$ cat config.mk
export PLATFORM = sky130hd
export DESIGN_NAME = dmem_arbiter
export DESIGN_NICKNAME = d
export VERILOG_FILES = /design/src/rtl/dmem_arbiter.sv
export SDC_FILE = /design/constraint.sdc
export NUM_CORES = 1
export LEC_CHECK = 0
export BUFFER_PORTS_ARGS = -buffer_cell sky130_fd_sc_hd__buf_2
export CORE_MARGIN = 4
export CORE_UTILIZATION = 50
export DETAILED_ROUTE_END_ITERATION = 16
export PLACE_DENSITY = 0.83
export SETUP_SLACK_MARGIN = 0.4
export SLEW_MARGIN = 20
export SYNTH_ARGS = -nofsm -noshare
export SYNTH_HDL_FRONTEND = slang
export SYNTH_SLANG_ARGS = --single-unit
$ cat constraint.sdc
create_clock -name clk -period 3.3 [get_ports clk]
set_clock_uncertainty 0.1 [all_clocks]
set_input_delay 0.165 -clock clk [delete_from_list [all_inputs] [get_ports clk]]
set_output_delay 0.165 -clock clk [all_outputs]
set_load 0.01 [all_outputs]
$ cat src/rtl/dmem_arbiter.sv
// Round-robin arbiter sharing a single-port data memory between the core LSU (r0)
// and the debug loader (r1); partial stores are performed as read-modify-write.
module dmem_arbiter #(
    parameter int unsigned MEM_WORDS = 1024
) (
    input  logic        clk,
    input  logic        rst,
    input  logic        r0_valid,
    output logic        r0_ready,
    input  logic        r0_we,
    input  logic [31:0] r0_addr,
    input  logic [31:0] r0_wdata,
    input  logic [3:0]  r0_be,
    output logic        r0_rsp_valid,
    input  logic        r1_valid,
    output logic        r1_ready,
    input  logic        r1_we,
    input  logic [31:0] r1_addr,
    input  logic [31:0] r1_wdata,
    input  logic [3:0]  r1_be,
    output logic        r1_rsp_valid,
    output logic [31:0] rsp_rdata,
    output logic        rsp_err,
    output logic        mem_we,
    output logic [31:0] mem_a,
    output logic [31:0] mem_wd,
    input  logic [31:0] mem_rd
);

    localparam logic [31:0] ADDR_LIMIT = 32'(MEM_WORDS * 4);

    typedef enum logic [1:0] {IDLE, RD, WR, RESP} state_t;

    state_t      state, state_nx;
    logic        last_grant;
    logic        req_id, req_we, req_err;
    logic [31:0] req_addr, req_wdata, buffer;
    logic [3:0]  req_be;

    logic        gnt_id, take, sel_we, sel_err;
    logic [31:0] sel_addr, sel_wdata, merged;
    logic [3:0]  sel_be;

    // Arbitration: a lone requester wins; on a tie the one not granted last wins.
    always_comb begin
        gnt_id = 1'b0;
        if (r0_valid && r1_valid) gnt_id = ~last_grant;
        else if (r1_valid)        gnt_id = 1'b1;
        take      = (state == IDLE) && (r0_valid || r1_valid) && !rst;
        r0_ready  = take && !gnt_id;
        r1_ready  = take && gnt_id;
        sel_we    = gnt_id ? r1_we    : r0_we;
        sel_addr  = gnt_id ? r1_addr  : r0_addr;
        sel_wdata = gnt_id ? r1_wdata : r0_wdata;
        sel_be    = gnt_id ? r1_be    : r0_be;
        sel_err   = sel_addr >= ADDR_LIMIT;
    end

    // Store merge: enabled bytes from the request, the rest from the read buffer.
    always_comb begin
        merged = buffer;
        for (int i = 0; i < 4; i++) begin
            if (req_be[i]) merged[8*i +: 8] = req_wdata[8*i +: 8];
        end
    end

    // Next-state and output decode.
    always_comb begin
        state_nx     = state;
        mem_we       = 1'b0;
        mem_a        = 32'h0;
        mem_wd       = 32'h0;
        r0_rsp_valid = 1'b0;
        r1_rsp_valid = 1'b0;
        rsp_rdata    = 32'h0;
        rsp_err      = 1'b0;
        case (state)
            IDLE: begin
                if (take) begin
                    if (sel_err)                            state_nx = RESP;
                    else if (sel_we && sel_be == 4'hF)      state_nx = WR;
                    else if (sel_we && sel_be == 4'h0)      state_nx = RESP;
                    else                                    state_nx = RD;
                end
            end
            RD: begin
                mem_a    = req_addr;
                state_nx = req_we ? WR : RESP;
            end
            WR: begin
                mem_a    = req_addr;
                mem_we   = 1'b1;
                mem_wd   = merged;
                state_nx = RESP;
            end
            RESP: begin
                r0_rsp_valid = !req_id;
                r1_rsp_valid = req_id;
                rsp_rdata    = buffer;
                rsp_err      = req_err;
                state_nx     = IDLE;
            end
            default: state_nx = IDLE;
        endcase
    end

    // State register and latched request/data buffer.
    always_ff @(posedge clk) begin
        if (rst) begin
            state      <= IDLE;
            last_grant <= 1'b1;
            req_id     <= 1'b0;
            req_we     <= 1'b0;
            req_err    <= 1'b0;
            req_addr   <= 32'h0;
            req_wdata  <= 32'h0;
            req_be     <= 4'h0;
            buffer     <= 32'h0;
        end else begin
            state <= state_nx;
            if (take) begin
                last_grant <= gnt_id;
                req_id     <= gnt_id;
                req_we     <= sel_we;
                req_err    <= sel_err;
                req_addr   <= sel_addr;
                req_wdata  <= sel_wdata;
                req_be     <= sel_be;
                buffer     <= 32'h0;
            end
            if (state == RD) buffer <= mem_rd;
            if (state == WR) buffer <= merged;
        end
    end

endmodule

==> results of run 1 <==
[state kept, by name (all words and copies together) (netlist names)]
signal,cells
buffer,32
req_addr,32
req_wdata,32
req_be,4
state,2
last_grant,1
req_err,1
req_id,1
req_we,1
[cell usage after synthesis (5+ instances only)]
master | count | area (um2)
ha_1 | 5 | 62.6
clkbuf_1 | 39 | 146
buf_2 | 16 | 80.1
nor2b_1 | 34 | 213
a311oi_1 | 69 | 604
nor4_1 | 12 | 75.1
nand3_1 | 5 | 25.0
mux2i_1 | 32 | 320
dfxtp_1 | 106 | 2120
and2_1 | 66 | 413
a221oi_2 | 10 | 150
a221oi_1 | 22 | 193
nor2_1 | 105 | 394
nand2_1 | 142 | 533
[cell type report]
cell class	instances	area (um2)	share of cell area (%)
diodes	2	5.00	0.0566
clock buffers	11	141	1.60
clock inverters	4	28.8	0.326
inverters	4	15.0	0.170
multi-input cells	526	3180	36.0
flip-flops and latches	106	2120	24.0
well taps	140	175	1.98
repair buffers	455	3170	35.8
[metrics by stage]
step | worst slack [ns] | std cells
finish | 0.648 | 1248
CTS | 0.862 | 1246
global placement | 1.34 | 1061
detailed placement | 1.27 | 1061
global route | 0.526 | 1248
floorplan | 1.58 | 701
[worst reg2reg max path: stages (launching register included)]
cell and delay [ns]:
dfxtp_1 0.35, inv_1 0.13, ha_1 0.24, o21a_4 0.18
buf_12 0.43, nor2_1 0.24, a311oi_1 0.35, dlygate4sd3_1 0.59
[routing by layer]
layer | GRT usage, % | vias to the layer above | share of wire, %
met5 | 0 | - | 0
met4 | 23.8 | 0 | 6.9
met3 | 7.00 | 154 | 9.4
met2 | 61.7 | 550 | 47
met1 | 41.5 | 3407 | 37
li1 | - | 3255 | -
[kinds of logic (layout without fill, tap and decap cells)]
kind of cell	Yosys count	after routing
flops	106	106
other cells	0	2
mux	32	32
fa+ha+maj	5	5
compound gates	118	118
simple gates	371	371
buf+inv	69	474
[worst paths after layout]
path                          from                         end
max reg2reg  state[0]$_SDFFE_PP0P_  req_wdata[25]$_SDFFE_PP0P_
min                            rst     buffer[24]$_SDFFE_PP0P_
min reg2reg    req_id$_SDFFE_PP0P_         req_id$_SDFFE_PP0P_
max          state[0]$_SDFFE_PP0P_  req_wdata[25]$_SDFFE_PP0P_
[layout by cell type, fill, tap and decap left out, drive strengths merged, types with 2 or more instances in the layout]
cell,netlist,final
a211oi,2,2
a21oi,4,4
a221oi,32,32
a311oi,69,69
and2,66,66
and4,2,2
buf,25,285
clkbuf,40,11
clkinv,0,2
clkinvlp,0,2
dfxtp,106,106
diode,0,2
dlygate4sd3,0,170
ha,5,5
inv,4,4
mux2i,32,32
nand2,142,142
nand3,5,5
nand4,2,2
nor2,105,105
nor2b,34,34
nor3,2,2
nor4,12,12
o21ai,3,3
[power by group through the flow]
stage	clock network (mW)	logic [mW]	registers [mW]
after global placement	0	2.10	1.97
after CTS	0.745	2.61	1.94
after floorplan	0	1.67	1.83
final	0.745	2.76	1.99
after detailed placement	0	2.16	1.96
after global routing	0.800	3.00	2.02
==> results.sh, run 1 <==
export IMPL_r2r_slack_ns=0.65
export IMPL_cts_resized=0
export IMPL_synth_seq_cells=106
export IMPL_leakage_nw=4.13
export IMPL_p_seq_share_pct=36.2
export IMPL_p_switching_mw=2.25
export IMPL_viasPerCell=5.90
export IMPL_cp_start_kind="register"
export IMPL_final_setup_tns_ns=0
export IMPL_drv_slew=0
export IMPL_path_depth=7
export IMPL_critPathTopFamily="buffers and inverters"
export IMPL_wirelength_um=24000
export IMPL_rsz0062_at_grt="no"
export IMPL_remaining_drc_errors=0
export IMPL_async_flop_share_pct=0
export IMPL_antenna_found_initial=2
export IMPL_r2r_cells=7
export IMPL_worstPathArrival_ns=2.87
export IMPL_clockRootBuffer="clkbuf_8"
export IMPL_hold_viol=0
export IMPL_drt_wirelength_per_cell_um=19.2
export IMPL_worstSetupPathType="reg -> reg"
export IMPL_dp_hpwl_um=12400
export IMPL_synthAdderAreaFrac_pct=1.12
export IMPL_gp_congestion=0.872
export IMPL_combinationalPowerShare_pct=50.2
export IMPL_syn_area_per_cell_um2=7.99
export IMPL_path_cells="inv_1, ha_1, o21a_4, buf_12, nor2_1, a311oi_1, dlygate4sd3_1"
export IMPL_clock_path_buffers=2
export IMPL_switching_share_pct=41.1
export IMPL_crit_slowest_cell="dlygate4sd3_1"
export IMPL_drv_cap=0
export IMPL_critical_path_max_fanout=141
export IMPL_end_kind="register"
export IMPL_fp_coreArea_um2=10900
export IMPL_synth_xor_area_share_pct=0
export IMPL_dieArea_um2=13000
export IMPL_synth_fp_nets=880
export IMPL_status="complete, no violations"
export IMPL_clkTransAtPathRegs_ns=0.10
export IMPL_ir_drop_mv=0.599
export IMPL_grt_util_all_layers_pct=36.3
export IMPL_synth_flop_cell="dfxtp_1"
export IMPL_internal_power_mw=3.24
export IMPL_hold_buffers=170
export IMPL_clk_latency_ns=0.37
export IMPL_final_nets=1281
export IMPL_critical_path_required_ns=3.52
export IMPL_synth_mux_area_share_pct=5.72
export IMPL_placed_area_um2=6960
export IMPL_worstHoldPathCells=2
export IMPL_post_cts_buffers=0
export IMPL_synth_edf_count=0
export IMPL_relSlewSlack_pct=38.0
export IMPL_htreeDepth=3
export IMPL_cts_tree="built"
export IMPL_fp_dieW_um=114
export IMPL_start_util_pct=51.4
export IMPL_cts_inserted_buffers=9
export IMPL_p_per_area_nw_per_um2=621
export IMPL_clkSinkCount=106
export IMPL_num_fill_cells=600
export IMPL_pin_count=276
export IMPL_seq_area_frac_synth_pct=37.9
export IMPL_synth_compound_area_share_pct=19.2
export IMPL_hold_path_class="in -> reg"
export IMPL_drt_iter0_drc=884
export IMPL_fmax_ghz=0.377
export IMPL_critPathMaxStageDelay_ns=0.59
export IMPL_setup_viol=0
export IMPL_synth_top_family_by_area="simple AND/OR/NAND/NOR gates"
export IMPL_grt_max_degree=142
export IMPL_drtAntennaViolNets=0
export IMPL_fin_crit_ns=2.65
export IMPL_whs_ns=0.0446
export IMPL_grt_overflow=0
export IMPL_worst_pin_slew_ns=0.930
export IMPL_synth_cell_types=35
export IMPL_grt_pass1_wl_um=37900
export IMPL_netlist_instances=701
export IMPL_finalCritPeriodShare_pct=80.4
export IMPL_synth_cell_area_um2=5600
export IMPL_io_buffers=275
export IMPL_dr_total_vias=7366
export IMPL_drive_gt1_share_pct=28.4
export IMPL_ys_warn_count=0
export IMPL_rows=38
export IMPL_yosys_area_share_simple_pct=30.4
export IMPL_fin_util_pct=81.2
export IMPL_power_mw=5.49
export IMPL_finalInstanceArea_um2=8840
export IMPL_dr_pass1_iters=7
export IMPL_pwr_share_clk_pct=13.6
export IMPL_path_buf_inv=3
export IMPL_grt_pass1_vias=7511
export IMPL_areaGrowthSynthToFinish_pct=57.8
export IMPL_dieHeight_um=114
No activity file was read; power rests on OpenSTA's default activity.
==> run 2, diff against run 1 <==
Settings changed: CORE_UTILIZATION 50 to 42, PLACE_DENSITY 0.83 to 0.74.
Clock period 3.3 ns to 2.4 ns, I/O delays scaled along.
==> run 2 against run 1 <==
  * Via count fell by 3.4%
  * Routed wire length fell by 3.6%
  * Largest power group unchanged
  * First-iteration DRC count fell by 24%
  * Critical path depth rose by 1
  * Highest routed layer unchanged
==> results.sh, run 2 (synthesis results as in run 1) <==
export IMPL_final_common_cell="buf_2"
export IMPL_critPathTopFamily="compound AO/OA/AOI/OAI gates"
export IMPL_dieHeight_um=123
export IMPL_wl_met3_um=2170
export IMPL_rsz0062_at_grt="no"
export IMPL_fmax_ghz=0.529
export IMPL_status="complete, no violations"
export IMPL_remaining_drc_errors=0
export IMPL_gp_congestion=0.836
export IMPL_pin_count=276
export IMPL_critPathMaxStageDelay_ns=0.36
export IMPL_fp_coreArea_um2=12800
export IMPL_setup_ws_ns=0.508
export IMPL_critical_path_required_ns=2.53
export IMPL_layout_cells_non_filler=1288
export IMPL_clkTransAtPathRegs_ns=0.07
export IMPL_dp_hpwl_um=12900
export IMPL_drv_cap=0
export IMPL_drive_gt1_share_pct=29.5
export IMPL_finalInstanceArea_um2=9220
export IMPL_wirelength_um=23100
export IMPL_clkSinkCount=106
export IMPL_end_kind="register"
export IMPL_hold_path_class="in -> reg"
export IMPL_finalCritPeriodShare_pct=78.8
export IMPL_critPathCapture="buffer[17]$_SDFFE_PP0P_"
export IMPL_cts_tree="built"
export IMPL_path_cells="inv_2, ha_1, o21a_4, a211oi_4, buf_4, clkbuf_16, a221oi_1, nor2_1"
export IMPL_rows=41
export IMPL_worst_pin_slew_ns=0.667
export IMPL_grt_util_all_layers_pct=28.8
export IMPL_final_setup_tns_ns=0
export IMPL_largest_registers="buffer: 32 flops, req_addr: 32 flops, req_wdata: 32 flops"
export IMPL_start_util_pct=43.7
export IMPL_clock_path_buffers=2
export IMPL_top_layer="met4"
export IMPL_io_buffers=275
export IMPL_hold_viol=0
export IMPL_dr_wl_met2_um=11100
export IMPL_clockRootBuffer="clkbuf_16"
export IMPL_dr_total_vias=7112
export IMPL_htreeDepth=3
export IMPL_startpoint="state[0]$_SDFFE_PP0P_"
export IMPL_post_place_ws_ns=0.381
export IMPL_layout_common_cells="274 x buf_2, 170 x dlygate4sd3_1, 142 x nand2_1, 105 x nor2_1, 104 x dfxtp_1"
export IMPL_fin_util_pct=71.9
export IMPL_path_depth=8
export IMPL_placed_area_um2=7050
export IMPL_r2r_start="state[0]$_SDFFE_PP0P_"
export IMPL_grt_pass1_vias=7254
export IMPL_fin_crit_ns=1.89
export IMPL_fp_dieW_um=123
export IMPL_clk_latency_ns=0.34
export IMPL_p_per_area_nw_per_um2=871
export IMPL_drt_iter0_drc=676
export IMPL_crit_slowest_cell="a221oi_1"
export IMPL_cts_inserted_buffers=9
export IMPL_relSlewSlack_pct=55.4
export IMPL_r2r_slack_ns=0.51
export IMPL_drv_slew=0
export IMPL_r2r_cells=8
export IMPL_antenna_found_initial=1
export IMPL_worstPathArrival_ns=2.02
export IMPL_grt_pass1_wl_um=35000
export IMPL_final_nets=1289
export IMPL_leakage_nw=4.17
export IMPL_ir_drop_mv=0.540
export IMPL_dieArea_um2=15200
export IMPL_viasPerCell=5.52
export IMPL_cp_start_kind="register"
export IMPL_drt_wirelength_per_cell_um=18.0
export IMPL_drtAntennaViolNets=0
export IMPL_areaGrowthSynthToFinish_pct=64.7
export IMPL_worstSetupPathType="reg -> reg"
export IMPL_met1_length_um=8660
export IMPL_placed_cells=1096
export IMPL_path_buf_inv=3
export IMPL_worstReg2RegEnd="buffer[17]$_SDFFE_PP0P_"
export IMPL_critical_path_max_fanout=8
export IMPL_dr_pass1_iters=5
export IMPL_grt_overflow=0
export IMPL_setup_viol=0
export IMPL_grt_max_degree=104
run 2: how the worst min path moves through the flow:
stage,to,cells after the start,start,slack [ns]
after global routing,buffer[14]$_SDFFE_PP0P_,2,rst,0.04
after CTS,buffer[17]$_SDFFE_PP0P_,2,rst,0.02
after detailed placement,buffer[9]$_SDFFE_PP0P_,3,mem_rd[9],0.27
after floorplan,buffer[10]$_SDFFE_PP0P_,2,mem_rd[10],0.16
final,buffer[17]$_SDFFE_PP0P_,2,rst,0.04
after global placement,buffer[4]$_SDFFE_PP0P_,3,mem_rd[4],0.26
run 2: final cells by class:
class                           instances  area, um2
Antenna cell                            1       2.50
Timing Repair Buffer                  462       3300
Clock inverter                          6        113
Clock buffer                           10        229
Sequential cell                       106       2120
Fill cell                             898       3600
Multi-Input combinational cell        527       3220
Inverter                                4       15.0
Tap cell                              172        215
run 2: routing by layer:
| layer | up-vias | GRT usage, % |
|---|---|---|
| met1 | 3253 | 31.3 |
| met3 | 121 | 7.96 |
| met4 | 0 | 17.2 |
| met2 | 463 | 49.7 |
| met5 | - | 0 |
| li1 | 3275 | - |
run 2: stage by stage:
| stage | hold WS [ns] | power [mW] |
|---|---|---|
| global placement | 0.261 | 5.70 |
| global route | 0.0368 | 8.52 |
| floorplan | 0.159 | 4.81 |
| finish | 0.0408 | 8.03 |
| detailed placement | 0.268 | 5.76 |
| CTS | 0.0239 | 7.68 |
run 2: report_power, final:
| part | switching [mW] | total [mW] | leakage, nW | internal, mW |
|---|---|---|---|---|
| Combinational | 2.01 | 3.65 | 3.12 | 1.64 |
| Sequential | 0.405 | 2.69 | 0.874 | 2.29 |
| Clock | 0.666 | 1.69 | 0.167 | 1.03 |
| Total | 3.08 | 8.03 | 4.17 | 4.95 |
run 2: what timing repair did:
| item | 4_1_cts | 5_1_grt |
|---|---|---|
| setup endpoints to repair | 55 | 99 |
| cloned | 0 | 3 |
| resized for setup | 3 | 14 |
| setup buffers | 0 | 2 |
| pin swaps | 0 | 1 |
| hold buffers | 170 | 0 |
| hold endpoints to repair | 101 | 0 |
==> run 3, diff against run 2 <==
Settings changed: CORE_UTILIZATION 42 to 47, PLACE_DENSITY 0.74 to 0.79.
Clock period 2.4 ns to 1.8 ns, I/O delays scaled along.
==> run 3 against run 2 <==
  * The flow now finishes with violations (negative setup slack)
  * Cell area is 14% higher
  * Flip-flop and latch count unchanged
  * Clock-buffer cell count stayed put
  * Maximum frequency decreased by 9.6%
  * Critical path depth fell by 1
  * Register-to-register slack worse by 0.80 ns
  * Combinational power increased by 110%
  * Sequential power grew 36%
  * Largest cell class unchanged
==> results.sh, run 3 (synthesis results as in run 1) <==
export IMPL_hold_viol=0
export IMPL_num_fill_cells=404
export IMPL_multiInputGateArea_um2=3780
export IMPL_drt_iter0_drc=1395
export IMPL_grt_pass1_vias=8025
export IMPL_status="finished, violations left"
export IMPL_remaining_drc_errors=0
export IMPL_use_met2_pct=62.8
export IMPL_worstReg2RegEnd="buffer[27]$_SDFFE_PP0P_"
export IMPL_antenna_found_initial=1
export IMPL_hold_path_class="in -> reg"
export IMPL_largest_registers="buffer: 32 flops, req_addr: 32 flops, req_wdata: 32 flops"
export IMPL_post_place_ws_ns=0.130
export IMPL_r2r_cells=7
export IMPL_fp_dieW_um=117
export IMPL_grt_overflow=0
export IMPL_critical_path_max_fanout=32
export IMPL_regArea_um2=2130
export IMPL_violations="negative setup slack"
export IMPL_htreeDepth=3
export IMPL_clkTransAtPathRegs_ns=0.08
export IMPL_gp_congestion=0.896
export IMPL_worst_pin_slew_ns=0.845
export IMPL_drt_wirelength_per_cell_um=25.7
export IMPL_grt_util_met3_pct=10.1
export IMPL_busiest_layer="met2"
export IMPL_cts_inserted_buffers=9
export IMPL_layout_cells_non_filler=1310
export IMPL_layout_common_cells="267 x buf_2, 171 x dlygate4sd3_1, 141 x nand2_1, 104 x nor2_1, 103 x dfxtp_1"
export IMPL_dr_total_vias=8536
export IMPL_grt_pass1_wl_um=40800
export IMPL_cp_start_kind="register"
export IMPL_use_met1_pct=42.6
export IMPL_final_common_cell="buf_2"
export IMPL_io_buffers=275
export IMPL_cts_tree="built"
export IMPL_ir_drop_mv=0.838
export IMPL_grt_max_degree=64
export IMPL_start_util_pct=48.6
export IMPL_worstPathArrival_ns=2.18
export IMPL_final_setup_tns_ns=-0.366
export IMPL_fin_util_pct=91.6
export IMPL_setup_viol=4
export IMPL_clockRootBuffer="clkbuf_16"
export IMPL_relSlewSlack_pct=43.7
export IMPL_drtAntennaViolNets=0
export IMPL_dr_pass1_iters=6
export IMPL_worstSetupPathType="reg -> reg"
export IMPL_fp_coreArea_um2=11500
export IMPL_dp_hpwl_um=12900
export IMPL_fin_crit_ns=2.09
export IMPL_placed_cells=1076
export IMPL_clk_latency_ns=0.35
export IMPL_r2r_slack_ns=-0.29
export IMPL_dieArea_um2=13700
export IMPL_p_per_area_nw_per_um2=1290
export IMPL_leakage_nw=4.65
export IMPL_end_kind="register"
export IMPL_areaGrowthSynthToFinish_pct=88.4
export IMPL_critPathCapture="buffer[27]$_SDFFE_PP0P_"
export IMPL_setup_ws_ns=-0.293
export IMPL_fmax_ghz=0.478
export IMPL_clock_path_buffers=2
export IMPL_wirelength_um=33700
export IMPL_pin_count=276
export IMPL_critical_path_required_ns=1.89
export IMPL_rsz0062_at_grt="yes"
export IMPL_r2r_start="state[1]$_SDFFE_PP0P_"
export IMPL_drv_cap=0
export IMPL_rows=39
export IMPL_grt_util_all_layers_pct=38.0
export IMPL_drive_gt1_share_pct=41.3
export IMPL_dieHeight_um=117
export IMPL_startpoint="state[1]$_SDFFE_PP0P_"
export IMPL_clkSinkCount=106
export IMPL_final_nets=1338
export IMPL_finalCritPeriodShare_pct=116
export IMPL_viasPerCell=6.52
export IMPL_drv_slew=0
## run 3: area by class of cell
type	count	area share [%]
Timing Repair Buffer	512	39.0
Multi-Input combinational cell	526	35.8
Sequential cell	106	20.2
Clock buffer	10	2.17
Tap cell	143	1.70
Clock inverter	6	0.854
Inverter	4	0.214
Antenna cell	3	0.0712
## run 3: where the power goes
part           switching [mW]  internal [mW]  total, mW
Sequential              0.607           3.06       3.67
Clock                   0.977           1.23       2.21
Combinational            4.09           3.61       7.70
## run 3: worst min path at each step
stage                     startpoint                       to  slack (ns)  cells past startpoint
after detailed placement  mem_rd[17]  buffer[17]$_SDFFE_PP0P_        0.24                      3
after CTS                        rst  last_grant$_SDFFE_PP1P_        0.03                      3
final                            rst  last_grant$_SDFFE_PP1P_        0.06                      3
after global placement    mem_rd[22]  buffer[22]$_SDFFE_PP0P_        0.23                      3
after floorplan           mem_rd[10]  buffer[10]$_SDFFE_PP0P_        0.14                      2
after global routing             rst  last_grant$_SDFFE_PP1P_        0.08                      3
## run 3: per-layer routing
layer	up-vias	share of wire (%)
met3	313	13
met2	962	46
met4	0	8.4
li1	3391	-
met1	3870	33
met5	-	0
## run 3: metrics by stage
| step | hold WS (ns) | power [mW] | cell area, um2 |
|---|---|---|---|
| floorplan | 0.144 | 6.50 | 5640 |
| global placement | 0.233 | 7.84 | 7170 |
| detailed placement | 0.245 | 7.93 | 7170 |
| CTS | 0.0313 | 11.5 | 9800 |
| global route | 0.0835 | 14.0 | 10500 |
| finish | 0.0641 | 13.6 | 10500 |
## run 3: critical path, cell delays in order, from the launching register on
cell	delay (ns)
dfxtp_4	0.40
inv_4	0.06
ha_4	0.16
o21a_4	0.14
a211oi_4	0.24
buf_12	0.27
a221oi_2	0.13
nor2_1	0.42
## run 3: timing repair
action	4_1_cts	5_1_grt
cloned	7	10
setup endpoints to repair	208	208
gates resized for setup	76	81
setup buffers	14	13
pin swaps	9	10
hold endpoints to repair	101	0
hold buffers	171	0
